==> config.mk <==
export PLATFORM = sky130hd
export DESIGN_NAME = yutorina_bus_arbiter_flat
export DESIGN_NICKNAME = d
export VERILOG_FILES = /design/src/rtl/yutorina_bus_arbiter_pkg.sv /design/src/rtl/yutorina_bus_arbiter_if.sv /design/src/rtl/yutorina_arb_hold_counter.sv /design/src/rtl/yutorina_bus_arbiter.sv /design/src/flat_wrapper.sv
export SDC_FILE = /design/constraint.sdc
export NUM_CORES = 1
export LEC_CHECK = 0
export CAP_MARGIN = 10
export CORE_AREA = 4 4 42 44
export DETAILED_ROUTE_END_ITERATION = 8
export DIE_AREA = 0 0 46 48
export GPL_ROUTABILITY_DRIVEN = 0
export PLACE_DENSITY = 0.59
export SYNTH_ARGS = -nofsm -noshare
export SYNTH_HDL_FRONTEND = slang
export SYNTH_SLANG_ARGS = --single-unit
==> constraint.sdc <==
create_clock -name clk -period 7.4 [get_ports clk]
set_clock_uncertainty 0.2 [all_clocks]
set_input_delay 1.48 -clock clk [delete_from_list [all_inputs] [get_ports clk]]
set_output_delay 1.48 -clock clk [all_outputs]
set_load 0.01 [all_outputs]
==> src/rtl/yutorina_bus_arbiter_pkg.sv <==
// Shared bus header: arbiter state encoding, owner encoding, hold counter width.
// Latency: n/a (constants and a pure helper function only).
// Backpressure: n/a.
package yutorina_bus_arbiter_pkg;

    localparam int ARB_ST_W = 2;

    localparam logic [ARB_ST_W-1:0] ST_IDLE = 2'd0;
    localparam logic [ARB_ST_W-1:0] ST_OWN0 = 2'd1;
    localparam logic [ARB_ST_W-1:0] ST_OWN1 = 2'd2;

    localparam logic BUS_OWNER_M0 = 1'b0;
    localparam logic BUS_OWNER_M1 = 1'b1;

    localparam int HOLD_CNT_W = 8;

    // Maps a master index onto the state in which that master owns the bus.
    function automatic logic [ARB_ST_W-1:0] own_state(input logic idx);
        return (idx == BUS_OWNER_M1) ? ST_OWN1 : ST_OWN0;
    endfunction

endpackage

==> src/rtl/yutorina_bus_arbiter_if.sv <==
// Two-master bus arbitration signals: active-low requests/strobes/ready in, grants and owner out.
// Latency: n/a (wiring only).
// Backpressure: masters wait for their own grant; the slave paces transfers with m_rdy_.
interface yutorina_bus_arbiter_if;

    logic m0_req_;
    logic m0_as_;
    logic m1_req_;
    logic m1_as_;
    logic m_rdy_;
    logic m0_grnt_;
    logic m1_grnt_;
    logic owner;

    // Master side: requests, strobes and the returned ready; receives the grants.
    modport master (
        output m0_req_, m0_as_, m1_req_, m1_as_, m_rdy_,
        input  m0_grnt_, m1_grnt_, owner
    );

    // Arbiter side.
    modport slave (
        input  m0_req_, m0_as_, m1_req_, m1_as_, m_rdy_,
        output m0_grnt_, m1_grnt_, owner
    );

endinterface

==> src/rtl/yutorina_arb_hold_counter.sv <==
// Hold counter: counts cycles the current owner keeps the bus while the other master waits.
// Latency: expired reflects the registered count (1 cycle after the counting edge).
// Backpressure: none; saturates at all-ones. Present only with YUTORINA_ARB_TIMEOUT_EN.
`ifdef YUTORINA_ARB_TIMEOUT_EN
module yutorina_arb_hold_counter
    import yutorina_bus_arbiter_pkg::*;
#(
    parameter int HOLD_MAX = 16
) (
    input  logic clk,
    input  logic rst,
    input  logic clr,
    input  logic inc,
    output logic expired
);

    localparam logic [HOLD_CNT_W-1:0] LIMIT = HOLD_CNT_W'(HOLD_MAX - 1);

    logic [HOLD_CNT_W-1:0] cnt;

    // Clear wins over increment so a state change always restarts the count.
    always_ff @(posedge clk or negedge rst) begin
        if (!rst) begin
            cnt <= '0;
        end else if (clr) begin
            cnt <= '0;
        end else if (inc && (cnt != '1)) begin
            cnt <= cnt + 1'b1;
        end
    end

    // At or beyond the limit; the count may run on while the owner is mid-transfer.
    assign expired = (cnt >= LIMIT);

endmodule
`endif

==> src/rtl/yutorina_bus_arbiter.sv <==
// Two-master round-robin bus arbiter (CPU m0, DMAC m1); optional hold timeout via YUTORINA_ARB_TIMEOUT_EN.
// Latency: grant 1 cycle after a request from IDLE; direct swap of grants in a single edge on release.
// Backpressure: owner keeps the bus while requesting or while a transfer awaits m_rdy_; never pre-empts mid-transfer.
module yutorina_bus_arbiter
    import yutorina_bus_arbiter_pkg::*;
#(
    parameter int HOLD_MAX = 16
) (
    input  logic                  clk,
    input  logic                  rst,
    yutorina_bus_arbiter_if.slave bus
);

    if ((HOLD_MAX < 2) || (HOLD_MAX > ((1 << HOLD_CNT_W) - 1))) begin : g_hold_max_range
        $error("yutorina_bus_arbiter: HOLD_MAX out of range");
    end

    logic [ARB_ST_W-1:0] state;
    logic [ARB_ST_W-1:0] state_nxt;
    logic                owner_q;
    logic                last_q;
    logic                outst_q;
    logic                m0_grnt_q;
    logic                m1_grnt_q;

    logic                r0;
    logic                r1;
    logic                own_req;
    logic                oth_req;
    logic                own_as;
    logic                quiet;
    logic                pre_empt;

    assign r0 = ~bus.m0_req_;
    assign r1 = ~bus.m1_req_;

    // Only the owner's strobe matters; the other master's as_ never reaches the logic.
    assign own_req = (state == ST_OWN1) ? r1 : r0;
    assign oth_req = (state == ST_OWN1) ? r0 : r1;
    assign own_as  = (state == ST_OWN0) ? ~bus.m0_as_ :
                     (state == ST_OWN1) ? ~bus.m1_as_ : 1'b0;

    // Bus may change hands only between transfers.
    assign quiet = ~own_as & ~outst_q;

`ifdef YUTORINA_ARB_TIMEOUT_EN
    logic hold_expired;

    yutorina_arb_hold_counter #(
        .HOLD_MAX (HOLD_MAX)
    ) u_hold_counter (
        .clk     (clk),
        .rst     (rst),
        .clr     (state_nxt != state),
        .inc     (((state == ST_OWN0) || (state == ST_OWN1)) && oth_req),
        .expired (hold_expired)
    );

    assign pre_empt = hold_expired & oth_req;
`else
    assign pre_empt = 1'b0;
`endif

    // Next-state: round-robin on ties from IDLE, release or pre-empt from an OWN state.
    always_comb begin
        state_nxt = state;
        case (state)
            ST_IDLE: begin
                if (r0 && r1) begin
                    state_nxt = own_state(~last_q);
                end else if (r0) begin
                    state_nxt = ST_OWN0;
                end else if (r1) begin
                    state_nxt = ST_OWN1;
                end
            end
            ST_OWN0, ST_OWN1: begin
                if (quiet && (!own_req || pre_empt)) begin
                    if (oth_req) begin
                        state_nxt = (state == ST_OWN0) ? ST_OWN1 : ST_OWN0;
                    end else begin
                        state_nxt = ST_IDLE;
                    end
                end
            end
            default: state_nxt = ST_IDLE;
        endcase
    end

    // State, grants and owner all register from state_nxt so they move on the same edge.
    always_ff @(posedge clk or negedge rst) begin
        if (!rst) begin
            state     <= ST_IDLE;
            m0_grnt_q <= 1'b1;
            m1_grnt_q <= 1'b1;
            owner_q   <= BUS_OWNER_M0;
            last_q    <= BUS_OWNER_M1;
        end else begin
            state     <= state_nxt;
            m0_grnt_q <= (state_nxt != ST_OWN0);
            m1_grnt_q <= (state_nxt != ST_OWN1);
            if (state_nxt == ST_OWN0) begin
                owner_q <= BUS_OWNER_M0;
                last_q  <= BUS_OWNER_M0;
            end else if (state_nxt == ST_OWN1) begin
                owner_q <= BUS_OWNER_M1;
                last_q  <= BUS_OWNER_M1;
            end
        end
    end

    // Outstanding transfer: opened by the owner's strobe without ready, closed by ready.
    always_ff @(posedge clk or negedge rst) begin
        if (!rst) begin
            outst_q <= 1'b0;
        end else if (!bus.m_rdy_) begin
            outst_q <= 1'b0;
        end else if (own_as) begin
            outst_q <= 1'b1;
        end
    end

    assign bus.m0_grnt_ = m0_grnt_q;
    assign bus.m1_grnt_ = m1_grnt_q;
    assign bus.owner    = owner_q;

endmodule
==> src/flat_wrapper.sv <==
// flat-port wrapper written by rule: the top's interface ports become plain ports
module yutorina_bus_arbiter_flat import yutorina_bus_arbiter_pkg::*;
#(
    parameter int HOLD_MAX = 16
)
  (clk, rst, bus_m0_req_, bus_m0_as_, bus_m1_req_, bus_m1_as_, bus_m_rdy_, bus_m0_grnt_, bus_m1_grnt_, bus_owner);
  yutorina_bus_arbiter_if bus_i ();
  input  logic clk;
  input  logic rst;
  input wire logic [$bits(bus_i.m0_req_)-1:0] bus_m0_req_;
  input wire logic [$bits(bus_i.m0_as_)-1:0] bus_m0_as_;
  input wire logic [$bits(bus_i.m1_req_)-1:0] bus_m1_req_;
  input wire logic [$bits(bus_i.m1_as_)-1:0] bus_m1_as_;
  input wire logic [$bits(bus_i.m_rdy_)-1:0] bus_m_rdy_;
  output wire logic [$bits(bus_i.m0_grnt_)-1:0] bus_m0_grnt_;
  output wire logic [$bits(bus_i.m1_grnt_)-1:0] bus_m1_grnt_;
  output wire logic [$bits(bus_i.owner)-1:0] bus_owner;
  assign bus_i.m0_req_ = bus_m0_req_;
  assign bus_i.m0_as_ = bus_m0_as_;
  assign bus_i.m1_req_ = bus_m1_req_;
  assign bus_i.m1_as_ = bus_m1_as_;
  assign bus_i.m_rdy_ = bus_m_rdy_;
  assign bus_m0_grnt_ = bus_i.m0_grnt_;
  assign bus_m1_grnt_ = bus_i.m1_grnt_;
  assign bus_owner = bus_i.owner;
  yutorina_bus_arbiter #(.HOLD_MAX(HOLD_MAX)) u_core (.clk(clk), .rst(rst), .bus(bus_i));
endmodule
==> impl_results.md, run 1 <==
* Clock root cell: clkbuf_4
* Post-synth top area cell: dfrtp_1
* Crit path DAT at 3350 ps
* Yosys reg bits at 7
* Maximum VDD drop at 0.192 mV
* Initial antenna violation count at 0
* Startpoint class of the critical path: primary input
* Die width at 46 microns
* Largest net degree at the start of global routing at 8
* Routed WL per cell at 12.1 microns
* Net Count, Synth at 60
* Worst EP required at 7320 ps
* RSZ-0062 raised after global routing: false
* DR DRC count at 0
* Outcome: finished, final reports clean
* Total track usage at 9.99%
* Non-filler cells in the finished layout at 76
* Endpoints failing hold at 0
* CTS H-tree lvls at 1
* I/O pin total at 10
* Highest Clock Rate at 0.292 GHz
* DR pass1 iterations at 2
* # Max-Cap Violations at 0
* Synth cell types at 24
* Clock sinks at 7
* PortBufs at 9
* CTS clock-pin slew for the worst setup and hold paths at 50 ps
* Detail Route Antenna Nets at 0
* Core area at 0.00144 sq mm
* Fin crit period at 3420 ps
* Via Count at 390
* Via-to-Cell Ratio at 5.13
* Synth Cell Area at 478 sq um
* Rows at 14
* Die Y-Extent at 48 microns
* Period utilisation layout at 46.3%
* Synth top area cells: dfrtp_1 (21%), dfstp_2 (16%), ha_1 (16%)
* RR Endpoint: u_core.bus.owner$_DFFE_PN0P_
* Iteration-0 DRC Markers at 2
* Dpl cells at 72
* Slew @ Worst Pin at 468 ps
* Starting Density at 33.3%
* Relative slew slack at 68.4%
* Area delta synth->final at 28.5%
* Slew Limit Fails at 0
* Share of cells above drive strength 1 at 18.3%
* Crit. End Element: flop
* Total CTS buffers at 3
* GRT Residual Overflow at 0
* Reg-to-reg startpoint: u_core.state[0]$_DFF_PN0_
* Mapped Cells at 47
* Crit Path Class: in -> reg
* Reg2Reg Depth at 8
* First-pass GRT wire length at 1490 microns
* Yosys top cell area share at 20.9%
* Leak at 0.260 nW
* TritonCTS clock tree: done
* Setup Fix Bufs, Post-CTS at 0
* Hold path depth at 2
* Worst reg-to-reg setup slack at 4900 ps
* Insertion delay to the later sink of the worst-skew pair at 240 ps
* Hold wc startpoint: u_core.bus.owner$_DFFE_PN0P_
* Hold Path Sink: u_core.bus.owner$_DFFE_PN0P_
* Hold-fix buffers, CTS at 0
* ANT cells at 0
* Total Routed Length at 916 microns
* Hold WS at 286 ps
* PostCTS Resize Cnt at 0
* PwrDens at 409 mW/mm^2
* Vias in the first global route at 370
* Die ar. at 0.00221 sq mm
* Post-route setup TNS at 0 ps
* Post-Syn Area per Cell at 10.2 sq um
* Ys Warns at 0
* Clock Path Buffers at 2
* CP max FO at 7
* # setup viols final at 0
* Seq/Total Area, Yosys at 37.4%
* HPWL after DPL at 745 microns
* Min-delay worst type: reg -> reg
* Final #Nets at 74
==> how the worst max path moves through the flow <==
stage                      startpoint                      endpoint  depth (start not counted)
final                     bus_m1_req_  u_core.bus.owner$_DFFE_PN0P_                          7
after global routing      bus_m1_req_  u_core.bus.owner$_DFFE_PN0P_                          6
after CTS                 bus_m1_req_  u_core.bus.owner$_DFFE_PN0P_                          7
after detailed placement  bus_m1_req_  u_core.bus.owner$_DFFE_PN0P_                          7
after global placement    bus_m1_req_  u_core.bus.owner$_DFFE_PN0P_                          7
after floorplan            bus_m0_as_  u_core.bus.owner$_DFFE_PN0P_                          6
==> kinds of logic after synthesis <==
family / Yosys count / synth area share, %
compound gates: 15 / 24.1
simple gates: 13 / 16.8
flops: 7 / 37.4
fa+ha+maj: 6 / 15.7
buf+inv: 5 / 3.93
mux: 1 / 2.09
==> layout make-up <==
type / instances / area, sq um
Clock buffer: 4 / 26.3
Fill cell: 151 / 822
Inverter: 5 / 18.8
Multi-Input combinational cell: 35 / 280
Sequential cell: 7 / 179
Tap cell: 16 / 20.0
Timing Repair Buffer: 9 / 90.1
==> report_power, final <==
group	internal, W	switching (W)
registers	0.0000618	0.0000123
logic	0.0000710	0.0000729
clock network	0.0000205	0.0000127
total	0.000153	0.0000979
==> critical path, stage by stage <==
cell	delay (ps)
clkdlybuf4s50_1	590
mux2i_1	150
o41a_1	340
a221oi_1	340
ha_1	320
nand2_1	60
o21ai_0	70
==> layout by cell type (no fill, tap or decap), drive strengths merged <==
cell type and count:
a211o 1, a21oi 4, a221o 1, a221oi 1, and2b 2, clkbuf 4
clkdlybuf4s50 9, dfrtp 4, dfstp 3, ha 6, inv 5, mux2i 1
nand2 4, nand2b 2, nand3b 1, nor2 1, nor3b 1, o21ai 2
o21bai 1, o221a 1, o221ai 1, o31a 1, o41a 1, o41ai 1
or3b 2
==> cell usage after synthesis <==
library cell and count:
ha_1 6, inv_1 5, a21oi_1 4, dfrtp_1 4, nand2_1 4, dfstp_2 3
nand2b_1 2, o21ai_0 2, or3b_2 2, a211o_1 1, a221o_1 1, a221oi_1 1
and2b_1 1, and2b_2 1, mux2i_1 1, nand3b_1 1, nor2_1 1, nor3b_1 1
o21bai_1 1, o221a_2 1, o221ai_1 1, o31a_2 1, o41a_1 1, o41ai_1 1
==> layer usage <==
metal,up-vias,global-route usage (%),part of all wire (%)
met1,177,12.4,47
met5,-,0,0
li1,200,-,-
met2,9,14.6,45
met4,0,10.2,3.1
met3,4,1.13,5.2
==> metrics by stage <==
step           setup WS, ps  total power (W)  util (%)  cell area, sq um
2_1_floorplan          4340         0.000177         -               478
3_3_place_gp           3730         0.000220      40.9               588
3_5_place_dp           3710         0.000220      40.9               588
4_1_cts                3970         0.000256      42.8               614
5_1_grt                3780         0.000281      42.8               614
6_report               3980         0.000251      42.8               614
==> flip-flops by register name, indices dropped and copies added (netlist names) <==
register and count:
u_core.bus.m0_grnt_ 1, u_core.bus.m1_grnt_ 1, u_core.bus.owner 1, u_core.last_q 1, u_core.outst_q 1, u_core.state 2
Power figures use the tool's default switching activity.
==> run 2, diff against run 1 <==
PLACE_DENSITY = 0.61   (was 0.59)
clock period = 3.14 ns   (was 7.4 ns; I/O delays follow)
==> run 2 against run 1 <==
Effect of this change:
- die area unchanged
- largest power group unchanged
- final cell count unchanged
- sequential cell count did not move
- worst hold slack improved by 8.3 ps
- critical path type unchanged
- total power up 140%
- clock-buffer cell count did not move
- combinational power rose by 130%
- sequential share of layout area is the same
- design area did not move
- highest routed layer unchanged
- via count decreased by 2.8%
- sequential power increased by 140%
==> impl_results.md, run 2 (same netlist as run 1, synthesis figures left out) <==
* Post-route setup TNS at 0 ps (unchanged)
* Leak at 0.260 nW (unchanged)
* Crit path DAT at 2530 ps (-820 ps)
* Reg with most FFs: u_core.state
* Startpoint class of the critical path: primary input
* Die width at 46 microns (unchanged)
* Core area at 0.00144 sq mm (unchanged)
* Min-delay worst type: reg -> reg
* I/O pin total at 10 (unchanged)
* TritonCTS clock tree: done
* Maximum VDD drop at 0.427 mV (+120%)
* HPWL after DPL at 723 microns (-3.0%)
* Hold-fix buffers, CTS at 0 (unchanged)
* Vias in the first global route at 364 (-1.6%)
* Max reg flops at 2 (unchanged)
* Initial antenna violation count at 0 (unchanged)
* Via-to-Cell Ratio at 4.99 (-2.8%)
* Area delta synth->final at 28.5% (unchanged)
* Share of cells above drive strength 1 at 18.3% (unchanged)
* Post-place setup slack at 320 ps (-3390 ps)
* CP max FO at 7 (unchanged)
* Top Family by Delay on Critical Path: compound AO/OA/AOI/OAI gates
* Insertion delay to the later sink of the worst-skew pair at 250 ps (about the same)
* Highest Clock Rate at 0.384 GHz
* DR DRC count at 0 (unchanged)
* First-pass GRT wire length at 1560 microns (+4.6%)
* Routed WL per cell at 11.9 microns (-1.2%)
* Power after layout at 0.000591 W (+140%)
* Total Routed Length at 905 microns (-1.2%)
* Max incr delay on CP at 580 ps (about the same)
* PostCTS Resize Cnt at 0 (unchanged)
* Endpoints failing hold at 0 (unchanged)
* PwrDens at 962 mW/mm^2 (+140%)
* Post-route setup slack at 534 ps (-3440 ps)
* Clock root cell: clkbuf_4
* Setup Fix Bufs, Post-CTS at 0 (unchanged)
* GRT Residual Overflow at 0 (unchanged)
* Slew Limit Fails at 0 (unchanged)
* Clock sinks at 7 (unchanged)
* Die ar. at 0.00221 sq mm (unchanged)
* Hold WS at 294 ps (+8.35 ps)
* Worst EP required at 3060 ps (-4260 ps)
* RSZ-0062 raised after global routing: false
* Worst Path Buf+Inv at 1 (unchanged)
* CTS clock-pin slew for the worst setup and hold paths at 50 ps (about the same)
* Most frequent cells in the layout: clkdlybuf4s50_1 (9), ha_1 (6), inv_1 (5)
* Detail Route Antenna Nets at 0 (unchanged)
* Total CTS buffers at 3 (unchanged)
* Fin crit period at 2610 ps
* Starting Density at 33.3% (unchanged)
* Clock Path Buffers at 2 (unchanged)
* # setup viols final at 0 (unchanged)
* Via Count at 379 (-2.8%)
* Slew @ Worst Pin at 511 ps (+43.2 ps)
* Most common cell after layout, fill and taps aside: clkdlybuf4s50_1
* # Max-Cap Violations at 0 (unchanged)
* Largest net degree at the start of global routing at 8 (unchanged)
* Total track usage at 10.4% (+0.37 points)
* Crit. End Element: flop
* Rows at 14 (unchanged)
* Outcome: finished, final reports clean
* Relative slew slack at 65.5% (-2.9 points)
* Final #Nets at 74 (unchanged)
* Non-filler cells in the finished layout at 76 (unchanged)
* DR pass1 iterations at 4 (+2)
* Crit Path Class: in -> reg
* Dpl cells at 72 (unchanged)
* Die Y-Extent at 48 microns (unchanged)
* Slowest cell on crit path: clkdlybuf4s50_1
* PortBufs at 9 (unchanged)
* Crit-path cells: clkdlybuf4s50_1 > mux2i_1 > o41ai_1 > o221ai_1 > ha_1 > nand2_1 > o21ai_0
* CTS H-tree lvls at 1 (unchanged)
* Period utilisation layout at 83.0%
* Iteration-0 DRC Markers at 6 (+4)
* ANT cells at 0 (unchanged)
[run 2: cell counts in the layout (fill, tap and decap cells not counted)]
Identical to the previous run, type by type.
[run 2: area by class of cell]
type                       instances  area (sq um)
fill                             143           822
clock buffer                       4          26.3
inverter                           5          18.8
sequential                         7           179
timing repair buffer               9          90.1
tap                               16          20.0
multi-input combinational         35           280
[run 2: worst min-delay path, cell delays in order, from the launching register on]
cell and delay (ps):
dfrtp_1 340, nand2_1 50, o21ai_0 70
[run 2: metrics by stage]
stage	instance area, sq um	util, %
2_1_floorplan	478	-
3_3_place_gp	588	40.9
3_5_place_dp	588	40.9
4_1_cts	614	42.8
5_1_grt	614	42.8
6_report	614	42.8
[run 2: path summary, 6_finish.rpt]
check                                                  start                           end  slack [ps]  cells past startpoint
worst max-delay path                             bus_m1_req_  u_core.bus.owner$_DFFE_PN0P_         530                      7
worst min register to register  u_core.bus.owner$_DFFE_PN0P_  u_core.bus.owner$_DFFE_PN0P_         290                      2
worst max register to register     u_core.state[0]$_DFF_PN0_  u_core.bus.owner$_DFFE_PN0P_         580                      8
max in group asynchronous                                rst     u_core.last_q$_DFFE_PN1P_        2020                      1
min in group asynchronous                                rst     u_core.state[0]$_DFF_PN0_         430                      1
worst min-delay path            u_core.bus.owner$_DFFE_PN0P_  u_core.bus.owner$_DFFE_PN0P_         290                      2
[run 2: routing by layer]
metal	GRT usage [%]	wire length, microns
met4	6.82	23
met5	0	0
met2	15.7	403
met1	11.9	428
met3	4.51	49
[run 2: power breakdown]
| group | leakage [nW] | switching (W) | internal [W] |
|---|---|---|---|
| clock | 0.0150 | 0.0000325 | 0.0000485 |
| sequential | 0.0818 | 0.0000297 | 0.000146 |
| combinational | 0.163 | 0.000168 | 0.000167 |
==> run 3, diff against run 2 <==
PLACE_DENSITY = 0.59   (was 0.61)
clock period = 2.71 ns   (was 3.14 ns; I/O delays follow)
==> run 3 against run 2 <==
Effect of this change:
- final cell count grew 2.6%
- highest routed layer unchanged
- combinational power grew 17%
- sequential share of layout area shrank 0.69 points
- global-route usage shrank 0.91 points
==> impl_results.md, run 3 (same netlist as run 1, synthesis figures left out) <==
* RSZ-0062 raised after global routing: false
* Die Y-Extent at 48 microns (unchanged)
* Crit Path Class: reg -> reg
* HPWL after DPL at 772 microns (+6.7%)
* Period utilisation layout at 91.4%
* Startpoint class of the critical path: flop
* Power after layout at 0.000686 W (+16%)
* TritonCTS clock tree: done
* Highest Clock Rate at 0.404 GHz
* Outcome: finished, final reports clean
* Cell area after layout at 629 sq um (+2.4%)
* # setup viols final at 0 (unchanged)
* Slew Limit Fails at 0 (unchanged)
* I/O pin total at 10 (unchanged)
* Worst EP required at 2670 ps (-390 ps)
* # Max-Cap Violations at 0 (unchanged)
* Clock sinks at 7 (unchanged)
* Insertion delay to the later sink of the worst-skew pair at 240 ps (about the same)
* Crit. End Element: flop
* Slew @ Worst Pin at 433 ps (-78.3 ps)
* Die width at 46 microns (unchanged)
* Routed WL per cell at 11.8 microns (-0.73%)
* Die ar. at 0.00221 sq mm (unchanged)
* Crit path DAT at 2440 ps (-90 ps)
* Vias in the first global route at 371 (+1.9%)
* CTS clock-pin slew for the worst setup and hold paths at 50 ps (about the same)
* Largest net degree at the start of global routing at 8 (unchanged)
* Min-delay worst type: reg -> reg
* Rows at 14 (unchanged)
* Maximum VDD drop at 0.450 mV (+5.5%)
* Initial antenna violation count at 0 (unchanged)
* Core area at 0.00144 sq mm (unchanged)
* Iteration-0 DRC Markers at 6 (unchanged)
* Fin crit period at 2480 ps
* Detail Route Antenna Nets at 0 (unchanged)
* Clock Path Buffers at 2 (unchanged)
* PortBufs at 9 (unchanged)
* Total Routed Length at 922 microns (+1.9%)
* Relative slew slack at 70.8% (+5.3 points)
* Clock root cell: clkbuf_4
* ANT cells at 0 (unchanged)
* Area delta synth->final at 31.7%
* Reg with most FFs: u_core.state
* PwrDens at 1090 mW/mm^2 (+13%)
* DR DRC count at 0 (unchanged)
* Most frequent cells in the layout: clkdlybuf4s50_1 (9), ha_1 (6), inv_1 (5)
* CTS H-tree lvls at 1 (unchanged)
* Final #Nets at 76 (+2.7%)
* Leak at 0.270 nW (+3.7%)
* Share of cells above drive strength 1 at 21.0% (+2.6 points)
* Setup Fix Bufs, Post-CTS at 0 (unchanged)
* Total CTS buffers at 3 (unchanged)
* Via-to-Cell Ratio at 4.92 (-1.3%)
* PostCTS Resize Cnt at 0 (unchanged)
* Most common cell after layout, fill and taps aside: clkdlybuf4s50_1
* First-pass GRT wire length at 1500 microns (-4.0%)
* Endpoints failing hold at 0 (unchanged)
* Starting Density at 33.3% (unchanged)
* Total track usage at 9.46% (-0.91 points)
* Hold-fix buffers, CTS at 0 (unchanged)
* Max reg flops at 2 (unchanged)
* Via Count at 384 (+1.3%)
* Placed Area at 603 sq um (+2.6%)
* CP max FO at 6 (-1)
* DR pass1 iterations at 2 (-2)
* Post-route setup TNS at 0 ps (unchanged)
* GRT Residual Overflow at 0 (unchanged)
==> run 3: area by class of cell <==
type / instances / area (sq um)
Inverter: 5 / 18.8
Multi-Input combinational cell: 35 / 280
Fill cell: 139 / 807
Tap cell: 16 / 20.0
Timing Repair Buffer: 11 / 105
Sequential cell: 7 / 179
Clock buffer: 4 / 26.3
==> run 3: routing by layer <==
layer  global-route usage (%)  up-vias  wire, microns
met5                        0        -              0
met4                     6.82        0              4
met3                     1.88        2             48
met2                     14.8        7            434
met1                     11.5      173            435
li1                         -      202              -
==> run 3: report_power, final <==
part	internal, W	switching (W)	leakage (nW)
Clock	0.0000559	0.0000339	0.0150
Combinational	0.000196	0.000197	0.173
Sequential	0.000169	0.0000345	0.0818
==> run 3: worst paths after layout <==
| path | start | to | slack, ps | depth (start not counted) |
|---|---|---|---|---|
| worst max register to register | u_core.state[0]$_DFF_PN0_ | u_core.bus.owner$_DFFE_PN0P_ | 230 | 7 |
| worst min register to register | u_core.last_q$_DFFE_PN1P_ | u_core.last_q$_DFFE_PN1P_ | 290 | 2 |
| worst max-delay path | u_core.state[0]$_DFF_PN0_ | u_core.bus.owner$_DFFE_PN0P_ | 230 | 7 |
| worst min-delay path | u_core.last_q$_DFFE_PN1P_ | u_core.last_q$_DFFE_PN1P_ | 290 | 2 |
| max in group asynchronous | rst | u_core.bus.m1_grnt_$_DFF_PN1_ | 1670 | 1 |
| min in group asynchronous | rst | u_core.bus.owner$_DFFE_PN0P_ | 350 | 1 |
==> run 3: per-stage QoR <==
step	setup slack, ps	cells	utilization (%)	hold slack [ps]
4_1_cts	202	78	43.8	295
6_report	233	78	43.8	287
2_1_floorplan	404	47	-	46.4
5_1_grt	14.5	78	43.8	300
3_3_place_gp	-2.95	74	42.0	276
3_5_place_dp	-4.97	74	42.0	300
==> run 3: worst max-delay path: stages (launching register included) <==
cell and delay (ps):
dfrtp_1 420, inv_1 90, ha_1 260, nor3b_1 190
o41a_1 440, a221o_1 390, ha_1 240, o21ai_0 170
==> RTL edit, RTL diff (flow settings as in run 2) <==
The package constant `ARB_ST_W` goes from 2 to 3.
--- a/src/rtl/yutorina_bus_arbiter_pkg.sv
+++ b/src/rtl/yutorina_bus_arbiter_pkg.sv
@@ -3,7 +3,7 @@
 // Backpressure: n/a.
 package yutorina_bus_arbiter_pkg;
 
-    localparam int ARB_ST_W = 2;
+    localparam int ARB_ST_W = 3;
 
     localparam logic [ARB_ST_W-1:0] ST_IDLE = 2'd0;
     localparam logic [ARB_ST_W-1:0] ST_OWN0 = 2'd1;
Function: no difference found for any inputs over 10 cycles, from zero or initial values and one cycle with rst low; that may be too few to reach the edited logic, so the function may still have changed.
==> RTL edit against run 2 <==
  * Global-route usage shrank 2.5 points
  * Non-clock buffer count is the same
  * Sequential share of layout area grew 11 points
  * Wire length shrank 19%
  * Sequential cell count grew 1
  * Worst setup slack gained 0.37 ns
  * Highest routed layer unchanged
  * Largest cell class is now sequential cells
  * Hold slack gained 0.019 ns
  * Critical path type unchanged
  * Area after synthesis shrank 23%
  * Design area shrank 18%
  * Core utilization shrank 7.5 points
  * Critical endpoint unchanged
Power is not compared: it rests on default switching activity, and its combinational part moved more than twofold at a synthesized area within 25%.
==> RTL edit: results (changes against run 2) <==
The run finished with clean final reports. The logs give 0.000143 W for the sequential-cell power consumption and 1173 um (-25%) for the first-pass GRT wire length. The number of antenna diodes was 0 (unchanged).

Sorting the synthesized cells by area gives the leading types as dfrtp_1 34%, dfstp_2 21%, a221o_1 5.4%. The largest incremental delay on the critical path came out at 0.54 ns (-0.04 ns). The run gives 7 (+1) as the DRC violation total after the first TritonRoute iteration.

The tools report the count of TritonRoute iterations in the first routing pass as 5 (+1). The largest fanout of any net on the critical path is 4 (-3), and the number of levels in the clock H-tree is 1 (unchanged). The tools report the via count of the first global-routing pass as 287 (-21%). The largest net degree at the start of global routing came out at 9 (+1).

Clock-pin slew was measured on the worst setup and hold paths at 0.06 ns. By count the netlist is led by 5 x dfrtp_1, 3 x dfstp_2, 3 x nand2_1, 3 x nor2_1. The tree is rooted in a clkbuf_4. The final net count came out at 54 (-27%). The logs give 0 (unchanged) for the yosys synthesis warning count and 40 (-33%) for the synthesized net count. For the number of inserted filler cells in the final layout, the log shows 148 (+3.5%). The initial antenna violation count was 0 (unchanged); the total global-route track usage was 7.854% (-2.5 points).

Most frequently used flop master after synthesis: dfrtp_1. The number of buffers created by CTS is 3 (unchanged), and the aggregate routed wire length is 731 um (-19%). The arrival time of the worst setup path was 2.18 ns (-0.35 ns); the mean number of vias per cell was 4.694 (-5.9%). Flip-flop count of the largest register after layout: 3 (+1). The sequential cell area fraction in the yosys report came out at 55.07% (+18 points).

The run gives 19 (-21%) as the number of unique standard cell types used by synthesis. The share of layout cells above drive strength 1 was 17.39% (-0.94 points).
==> RTL edit: layout make-up <==
class	instances	area [um2]	share of cell area, %
Multi-Input combinational cell	23	158.9	31.36
Inverter	2	7.507	1.481
Clock buffer	4	26.28	5.185
Timing Repair Buffer	9	90.09	17.78
Sequential cell	8	203.9	40.25
Tap cell	16	20.02	3.951
==> RTL edit: logic make-up after synthesis <==
group / Yosys count / share of synthesized area, %
AOI/OAI and AO/OA: 8 / 21.28
buffers and inverters: 2 / 2.028
DFF: 8 / 55.07
other: 1 / 1.013
and+or+nand+nor: 14 / 20.61
==> RTL edit: per-stage QoR <==
step	worst slack [ns]	area, um2	hold slack [ns]	instances	total power [W]
2_1_floorplan	1.288	370.4	0.1324	33	0.0001813
3_3_place_gp	0.6552	480.5	0.2882	58	0.0002184
3_5_place_dp	0.6492	480.5	0.2958	58	0.0002187
4_1_cts	0.9204	506.7	0.3136	62	0.0003061
5_1_grt	0.8326	506.7	0.3292	62	0.0003208
6_report	0.9031	506.7	0.3129	62	0.0003008
==> RTL edit: final timing paths <==
kind	startpoint	to	slack, ns	cells past startpoint
min in group asynchronous	rst	u_core.state[1]	0.44	1
worst max-delay path	bus_m1_req_	u_core.bus.owner	0.90	5
worst min register to register	u_core.bus.owner	u_core.bus.owner	0.31	1
max in group asynchronous	rst	u_core.last_q	1.99	1
worst min-delay path	u_core.bus.owner	u_core.bus.owner	0.31	1
worst max register to register	u_core.state[0]	u_core.bus.owner	1.21	4
==> RTL edit: routing by layer <==
| layer | GRT usage (%) | share of wire (%) |
|---|---|---|
| met5 | 0 | 0 |
| met4 | 8.523 | 4.7 |
| met3 | 1.504 | 5.9 |
| met2 | 10.44 | 37 |
| met1 | 10.00 | 52 |
